### src/rtl/addsub_arbiter.sv
// Round-robin arbiter sharing one registered add/subtract unit among NREQ requesters.
// One operation in flight at a time. Results return on a single tagged response channel.
module addsub_arbiter #(
    parameter int WIDTH = 8,
    parameter int NREQ  = 4
) (
    input  logic                    clk,
    input  logic                    rst,
    input  logic [NREQ-1:0]         req_valid,
    output logic [NREQ-1:0]         req_ready,
    input  logic [NREQ*WIDTH-1:0]   req_a,
    input  logic [NREQ*WIDTH-1:0]   req_b,
    input  logic [NREQ-1:0]         req_op,
    output logic                    rsp_valid,
    input  logic                    rsp_ready,
    output logic [$clog2(NREQ)-1:0] rsp_id,
    output logic [WIDTH-1:0]        rsp_result,
    output logic                    rsp_carry,
    output logic [15:0]             ops_done
);
    localparam int IDW = $clog2(NREQ);

    typedef enum logic [1:0] {IDLE, CALC, RESP} state_t;

    state_t           state;
    logic [IDW-1:0]   ptr;
    logic [IDW-1:0]   lat_id;
    logic [WIDTH-1:0] lat_a;
    logic [WIDTH-1:0] lat_b;
    logic             lat_op;
    logic             grant_any;
    logic [IDW-1:0]   grant_idx;
    logic [WIDTH:0]   arith;

    // Requester index offset positions above base, wrapping modulo NREQ.
    function automatic logic [IDW-1:0] rr_index(input logic [IDW-1:0] base, input int unsigned offset);
        int unsigned pos;
        pos = 32'(base) + offset;
        return IDW'(pos % NREQ);
    endfunction

    always_comb begin
        // NOTE: every variable gets a default before the search loop so no latch is inferred.
        grant_any = 1'b0;
        grant_idx = '0;
        for (int k = 0; k < NREQ; k++) begin
            if (!grant_any && req_valid[rr_index(ptr, k)]) begin
                grant_any = 1'b1;
                grant_idx = rr_index(ptr, k);
            end
        end
    end

    // Accept depends only on state and req_valid, never on the response side.
    always_comb begin
        req_ready = '0;
        if (!rst && state == IDLE && grant_any) begin
            req_ready[grant_idx] = 1'b1;
        end
    end

    // The top bit of the WIDTH+1 result is carry-out for add and borrow for subtract.
    always_comb begin
        if (lat_op) begin
            arith = {1'b0, lat_a} - {1'b0, lat_b};
        end else begin
            arith = {1'b0, lat_a} + {1'b0, lat_b};
        end
    end

    // NOTE: sequential state uses non-blocking assignments so every register samples pre-edge values.
    always_ff @(posedge clk) begin
        if (rst) begin
            state      <= IDLE;
            ptr        <= '0;
            lat_id     <= '0;
            lat_a      <= '0;
            lat_b      <= '0;
            lat_op     <= 1'b0;
            rsp_valid  <= 1'b0;
            rsp_id     <= '0;
            rsp_result <= '0;
            rsp_carry  <= 1'b0;
            ops_done   <= '0;
        end else begin
            case (state)
                IDLE: begin
                    if (grant_any) begin
                        lat_a  <= req_a[grant_idx*WIDTH +: WIDTH];
                        lat_b  <= req_b[grant_idx*WIDTH +: WIDTH];
                        lat_op <= req_op[grant_idx];
                        lat_id <= grant_idx;
                        ptr    <= rr_index(grant_idx, 1);
                        state  <= CALC;
                    end
                end
                CALC: begin
                    {rsp_carry, rsp_result} <= arith;
                    rsp_id    <= lat_id;
                    rsp_valid <= 1'b1;
                    state     <= RESP;
                end
                RESP: begin
                    if (rsp_ready) begin
                        rsp_valid <= 1'b0;
                        ops_done  <= ops_done + 16'd1;
                        state     <= IDLE;
                    end
                end
                default: state <= IDLE;
            endcase
        end
    end
endmodule

### config.mk
export PLATFORM = sky130hd
export DESIGN_NAME = addsub_arbiter
export DESIGN_NICKNAME = d
export VERILOG_FILES = /design/src/rtl/addsub_arbiter.sv
export SDC_FILE = /design/constraint.sdc
export NUM_CORES = 1
export LEC_CHECK = 0
export BUFFER_PORTS_ARGS = -buffer_cell sky130_fd_sc_hd__buf_2
export CAP_MARGIN = 5
export CORE_MARGIN = 5
export CORE_UTILIZATION = 46
export DETAILED_ROUTE_END_ITERATION = 6
export HOLD_SLACK_MARGIN = 0.15
export PLACE_DENSITY = 0.77
export SYNTH_ARGS = -nofsm -noshare
export SYNTH_HDL_FRONTEND = slang
export SYNTH_SLANG_ARGS = --single-unit
### constraint.sdc
create_clock -name clk -period 2.3 [get_ports clk]
set_input_delay 0 -clock clk [delete_from_list [all_inputs] [get_ports clk]]
set_output_delay 0 -clock clk [all_outputs]
set_load 0.02 [all_outputs]
Yosys cells after proc, flatten, opt, wreduce, memory -nomap -nowiden
Cells that the tools add are included.
{"block": "word_totals", "ff_bits": 51, "latchBits": 0, "ram_bits": 0, "mem_bits_ro": 0, "input_bits": 75, "out_inout_bits": 32, "elab_cells": 73, "mem_count": 0}
{"block": "classes", "n_addsub": 7, "mul": 0, "div_mod_pow": 0, "magnitude_cmp": 6, "eq_ne": 4, "n_shift": 2, "muxes": 27, "bitwise_logic": 0, "reduce_logical": 16}
{"op": "32-bit by 6-bit variable part select with 8-bit output", "n": 2}
{"op": "16-bit by 1-bit adder with 16-bit output, second input constant", "n": 1}
{"op": "2-bit by 3-bit less-than comparator with 1-bit output, second input constant", "n": 5}
{"op": "2-bit 2-to-1 mux", "n": 6}
{"op": "1-bit 2-to-1 mux", "n": 11}
{"op": "1-bit binary-select mux with 2-bit select", "n": 5}
{"op": "8-bit by 8-bit adder with 9-bit output", "n": 1}
{"op": "9-bit 2-to-1 mux", "n": 1}
{"op": "8-bit by 8-bit subtractor with 9-bit output", "n": 1}
{"op": "2-bit AND reduction", "n": 4}
{"op": "1-bit logical AND", "n": 6}
{"op": "2-bit one-hot mux with 3 select lines", "n": 1}
{"op": "2-bit by 1-bit adder with 2-bit output, second input constant", "n": 2}
{"op": "2-bit adder, second input constant", "n": 2}
{"op": "1-bit logical NOT", "n": 4}
{"op": "4-bit 2-to-1 mux", "n": 1}
{"op": "2-bit != test, second input constant", "n": 2}
{"op": "1-bit demux with 2-bit select", "n": 1}
{"op": "2-bit by 1-bit == test with 1-bit output, second input constant", "n": 1}
{"op": "2-bit == test, second input constant", "n": 1}
{"op": "2-bit by 1-bit greater-or-equal comparator with 1-bit output, second input constant", "n": 1}
{"op": "2-bit logical NOT", "n": 1}
{"op": "1-bit one-hot mux with 2 select lines", "n": 1}
{"op": "2-bit nonzero test", "n": 1}

Logic depth before layout (Yosys ltp)
{"block": "logic_depth", "ltp_word": 17, "depth_mapped": 10, "ltp_nobuf": 10}

Least setup slack after synthesis
OpenSTA, ideal clock, no wires.
{"block": "synth_timing", "kind": "reg-to-reg", "start": "register lat_b[2]", "end": "register rsp_carry", "setup_ns": 0.086, "arrival_time_ns": 2.279, "t_required_ns": 2.214, "setup_slack_ns": -0.064, "stages_incl_launch_ff": 10, "path_buffers": 0, "synth_period_minus_slack_ns": 2.364, "path_cell_list": "dfxtp_1 -> nor2_1 -> nor4b_1 -> nor2_1 -> xnor2_1 -> ha_1 -> and3_1 -> a2111oi_2 -> a2111oi_0 -> a211oi_1"}
{"block": "synth_via", "elab_chain_len": 2, "elab_cells_between_ends": 3, "classes_between": "add/sub (2); mux (1)"}
{"item": "start, declared", "line_no": "29", "source": "logic [WIDTH-1:0] lat_b;"}
{"item": "start signal, assigned", "line_no": "90", "source": "lat_b <= req_b[grant_idx*WIDTH +: WIDTH];"}
{"item": "8-bit by 8-bit adder with 9-bit output or 8-bit by 8-bit subtractor with 9-bit output (tied branches)", "line_no": "67, 65"}
{"item": "9-bit 2-to-1 mux (*)", "line_no": "64", "source": "if (lat_op) begin"}
{"item": "end signal, assigned", "line_no": "98", "source": "{rsp_carry, rsp_result} <= arith;"}
{"item": "end, declared", "line_no": "18", "source": "output logic rsp_carry,"}
Mark *: on every way between the ends. The rest lies on a longest branch, timed or not.
A chain may end at the register's enable or synchronous reset.

Final worst setup path
{"block": "layout_timing", "start": "register lat_b[2]", "end": "register rsp_result[6]"}
{"block": "layout_via", "elab_chain_len": 2, "elab_cells_between_ends": 3, "classes_between": "add/sub (2); mux (1)"}
{"item": "8-bit by 8-bit adder with 9-bit output or 8-bit by 8-bit subtractor with 9-bit output (tied branches)", "line_no": "67, 65"}
{"item": "9-bit 2-to-1 mux (*)", "line_no": "64"}
{"item": "end signal, assigned", "line_no": "98"}
{"item": "end, declared", "line_no": "17", "source": "output logic [WIDTH-1:0] rsp_result,"}
Marked as above.

==> results <==
- The stage delay of the slowest cell on the critical path is 480 ps.
- The largest net degree at the start of global routing is 35.
- The post-synthesis async set-or-reset flop share is 0%.
- The synthesized design contains 0 enable-type register cells.
- The cell count after synthesis came out at 379.
- The ratio of total power to cell area is 770 nW/um2.
- The worst setup path is launched from a flip-flop.
- The clock root buffer is sky130_fd_sc_hd__clkbuf_8.
- Setup repair after global routing could not meet its margin everywhere.
- The worst hold path begins at req_a[12].
- Walking the worst path, the cells encountered are nor2_1, nor4b_4, nor2_1, xnor2_1, ha_1, buf_4, a2111oi_4, xnor2_1, o31ai_1.
- Max-cap violations in this run came to 0.
- The switching share of power is 39.3%.
- The largest individual stage delay along the critical path comes from the cell sky130_fd_sc_hd__a2111oi_4.
- The average wire per standard cell is 16.6 um.
- The cell total after placement is 557.
- The yosys synthesis warning count is 0.
- For this design, the sink count on the clock tree is 51.
- The initial antenna violation count is 0.
- The number of clock buffers inserted by TritonCTS is 5.
- The checks that failed: negative setup slack.
- The class of the tightest hold or removal check is in -> reg.
- For this run the aggregate overflow at the end of global routing stands at 0.
- The run finished, with violations left.
- The sequential cell area fraction in the yosys report is 32.6%.
- Dividing the detail-routed via count by the number of cells gives 5.43.
- The worst-case IR drop observed on VDD is 0.337 mV.
- The largest driver fanout on the critical path is 4.
- Data arrives at the worst endpoint at 2680 ps.
- The clock transition at the registers of the reported paths is 90 ps.
- A synthesized cell averages 8.27 um2.
- The startpoint identified for the worst register-to-register timing path is lat_b[2]$_SDFFE_PP0P_.
- The count of input and output buffers is 106.
- The maximum clock frequency is 406 MHz.
- For the worst flop-to-flop path, the logic depth is 9.
- The maximum clock path buffer count is 2.
- The HPWL after detailed placement is 6040 um.
- In this run, the number of DRC markers left after iteration 0 of detailed routing was 204.
- The netlist uses 55 different library cells.
- The H-tree generated during clock tree synthesis spans 2 levels.
- The final hold slack is 194 ps.
- The post-synth design cell area is 3130 um2.
- The count of nets left with antenna violations once routing finished came out at 0.
- Registers are responsible for 30.8% of the overall power.
- The via count of the routed design is 3446.
- The critical path in this run is classified as reg -> reg.
- The area added between synthesis and finish is 48.7%.
- STA puts the critical path data required time at 2520 ps.
- The met1 wire length is 4170 um.
- The proportion of layout cells with a drive suffix above 1 is 28.2%.
- The normalized max-slew margin is 55.1%.
- The site row count is 30.
- The detailed-routed wire length on met2 is 5160 um.
- The first-pass GRT wire length is 15900 um.
- The uppermost layer routed is met4.
- The worst hold path terminates at lat_a[4]$_SDFFE_PP0P_.
- After detailed routing, the number of remaining DRC violations is 0.
- The final-stage net count is 643.
- The die extent in x is 92.5 um.
- The number of cells traversed by the worst hold path is 4.
- The number of global-route vias before repair is 3348.
- Summed over all cells, the static leakage comes to 2.11 nW.
- The worst register-to-register path ends at rsp_result[6]$_SDFFE_PP0P_.
- In the global route stage, overall resource usage came out at 23.1%.
- Synthesis inferred 51 register bits.
- The register-to-register path setup slack is -160 ps.
- The final number of max-transition violations was 0.
- Setup violations remaining at the end of the flow were counted as 2.
- The final hold violation count is 0.
- The minimum clock period is 2460 ps.
- The transition time at the pin with the least slew margin is 673 ps.
- The finished layout holds 635 standard cells, fillers aside.
- The CTS tree is yes.
- The final standard cell utilization of the core is 69.4%.
- After filler insertion, the fill cell instance count of the layout stands at 456.
- The die is 92.5 um tall.
- The starting density of the core is 46.6%.
- The fraction of power consumed by combinational cells is 54.8%.
- For the final database, setup skew stands at 4.45 ps.
- The worst setup path is captured at a flip-flop.
- After layout, the worst setup slack is -160 ps.
- The pre-antenna-repair detailed-routing pass consisted of 5 iterations.
- The total internal power is 0.00218 W.
- For this run, the leading register cell type out of synthesis is sky130_fd_sc_hd__dfxtp_1.
- The net switching component of the power is 0.00141 W.
- Routability-driven placement finished with a final weighted congestion of 0.817.
- Pin placement for this block handled 107 I/O pins.
- Summed over all nets, wire length on met3 after detailed routing comes to 753 um.
- The post-detailed-routing wire length is 10500 um.
- The floorplan step defined a die boundary enclosing 8560 um2.
- The clock group share of total power is 14.4%.
- The total nets after synthesis is 469.
- The latest clock arrival within the worst-skew pair is 310 ps.
- The worst path uses 107% of the clock period.
- The total area inside the core boundary comes to 6720 um2.
- The total power of the final layout is 0.00359 W.
stage by stage:
| step | setup WS (ps) | setup TNS [ps] | area [um2] |
|---|---|---|---|
| global placement | -123 | -123 | 3770 |
| global route | -249 | -515 | 4660 |
| CTS | -10.9 | -14.8 | 4590 |
| floorplan | 3.04 | 0 | 3150 |
| detailed placement | -200 | -215 | 3770 |
| finish | -160 | -302 | 4660 |
worst max-delay path by stage:
stage                                     start                          to  slack, ps  depth (start not counted)
after floorplan           lat_b[0]$_SDFFE_PP0P_      rsp_carry$_SDFFE_PP0P_          3                          9
after global placement    lat_b[0]$_SDFFE_PP0P_      rsp_carry$_SDFFE_PP0P_       -120                         10
after detailed placement  lat_b[0]$_SDFFE_PP0P_      rsp_carry$_SDFFE_PP0P_       -200                         10
after CTS                 lat_b[0]$_SDFFE_PP0P_  rsp_result[6]$_SDFFE_PP0P_        -10                         10
after global routing      lat_b[2]$_SDFFE_PP0P_  rsp_result[6]$_SDFFE_PP0P_       -250                          9
final                     lat_b[2]$_SDFFE_PP0P_  rsp_result[6]$_SDFFE_PP0P_       -160                          9
registers in the layout (all words and copies together) (netlist names):
register / count
ptr: 2
rsp_carry: 1
lat_b: 8
lat_op: 1
ops_done: 16
lat_a: 8
lat_id: 2
state: 2
rsp_valid: 1
rsp_id: 2
rsp_result: 8
layer usage:
layer  vias up  track usage, %
met4         0            11.0
met1      1574            27.1
met2       152            40.2
met5         -               0
li1       1686               -
met3        34            4.63
synthesized netlist by cell type (all sizes together) (2+ instances only):
library cell / instances / area (um2)
a2111oi: 2 / 23.8
a211o: 2 / 17.5
a211oi: 3 / 22.5
a21boi: 18 / 135
a21oi: 14 / 70.1
and2: 7 / 46.3
and3: 22 / 138
buf: 8 / 58.8
clkbuf: 15 / 56.3
dfxtp: 51 / 1020
ha: 14 / 175
inv: 11 / 41.3
mux2i: 20 / 200
nand2: 35 / 134
nand2b: 4 / 25.0
nand3: 13 / 65.1
nand3b: 2 / 15.0
nand4: 3 / 18.8
nor2: 37 / 141
nor2b: 5 / 31.3
nor3: 6 / 30.0
o211ai: 18 / 135
o21a: 2 / 15.0
o21ai: 23 / 115
or2: 2 / 12.5
or3b: 2 / 17.5
xnor2: 11 / 96.3
xor2: 11 / 96.3
logic make-up after synthesis:
group / count (synthesis) / synth area share (%)
compound gates: 91 / 19.9
xor+xnor: 22 / 6.15
fa+ha+maj: 15 / 6.23
buf+inv: 34 / 4.99
flops: 51 / 32.6
mux: 21 / 6.75
simple gates: 145 / 23.4
final cells by class:
type | count | area [um2] | area share [%]
antenna | 1 | 2.50 | 0.0537
sequential | 51 | 1020 | 22.0
inverter | 11 | 41.3 | 0.886
clock inverter | 3 | 20.0 | 0.429
clock buffer | 5 | 68.8 | 1.48
timing repair buffer | 189 | 1320 | 28.4
tap | 80 | 100 | 2.15
multi-input combinational | 295 | 2080 | 44.7
timing repair:
action                                  CTS  global route
pin swaps                                 0             9
cloned                                    0             1
hold endpoints to repair                 23             0
hold buffers                             68             0
resized for setup                         7            13
endpoints found under the setup margin    2            17
buffers inserted                          0             1
worst max-delay path, delay by kind of cell, from the launching register on:
| kind | cells | cell delay (ps) |
|---|---|---|
| AND/OR/NAND/NOR | 3 | 620 |
| XOR/XNOR | 2 | 250 |
| flip-flops | 1 | 330 |
| adder cells (fa/ha/maj) | 1 | 350 |
| AO/OA/AOI/OAI | 2 | 660 |
| buffers and inverters | 1 | 160 |
power by group through the flow:
stage	Sequential [W]	Clock, W	Combinational [W]
after floorplan	0.00116	0	0.00107
after global placement	0.00111	0	0.00151
after detailed placement	0.00111	0	0.00155
after CTS	0.00110	0.000526	0.00177
after global routing	0.00112	0.000561	0.00212
final	0.00111	0.000518	0.00197
cells in the final DEF (no fill, tap or decap), types with 3 or more instances in the layout:
master | Yosys | final
sky130_fd_sc_hd__inv_1 | 10 | 8
sky130_fd_sc_hd__a21boi_0 | 10 | 9
sky130_fd_sc_hd__clkbuf_8 | 0 | 5
sky130_fd_sc_hd__ha_1 | 14 | 12
sky130_fd_sc_hd__xnor2_1 | 11 | 11
sky130_fd_sc_hd__buf_2 | 5 | 106
sky130_fd_sc_hd__a211oi_1 | 3 | 3
sky130_fd_sc_hd__buf_4 | 0 | 15
sky130_fd_sc_hd__xor2_1 | 11 | 11
sky130_fd_sc_hd__nor3_1 | 6 | 6
sky130_fd_sc_hd__nor2b_1 | 5 | 4
sky130_fd_sc_hd__o21ai_1 | 13 | 13
sky130_fd_sc_hd__and3_1 | 22 | 22
sky130_fd_sc_hd__nor2_1 | 36 | 36
sky130_fd_sc_hd__and2_1 | 6 | 6
sky130_fd_sc_hd__a21oi_1 | 14 | 13
sky130_fd_sc_hd__nand2b_1 | 4 | 3
sky130_fd_sc_hd__inv_2 | 1 | 3
sky130_fd_sc_hd__dfxtp_1 | 51 | 49
sky130_fd_sc_hd__nand4_1 | 3 | 3
sky130_fd_sc_hd__mux2i_1 | 20 | 19
sky130_fd_sc_hd__o21ai_0 | 10 | 10
sky130_fd_sc_hd__o211ai_1 | 18 | 18
sky130_fd_sc_hd__a21boi_1 | 8 | 8
sky130_fd_sc_hd__nand2_1 | 34 | 34
sky130_fd_sc_hd__nand3_1 | 13 | 12
sky130_fd_sc_hd__dlygate4sd3_1 | 0 | 68
Power figures use the tool's default switching activity.
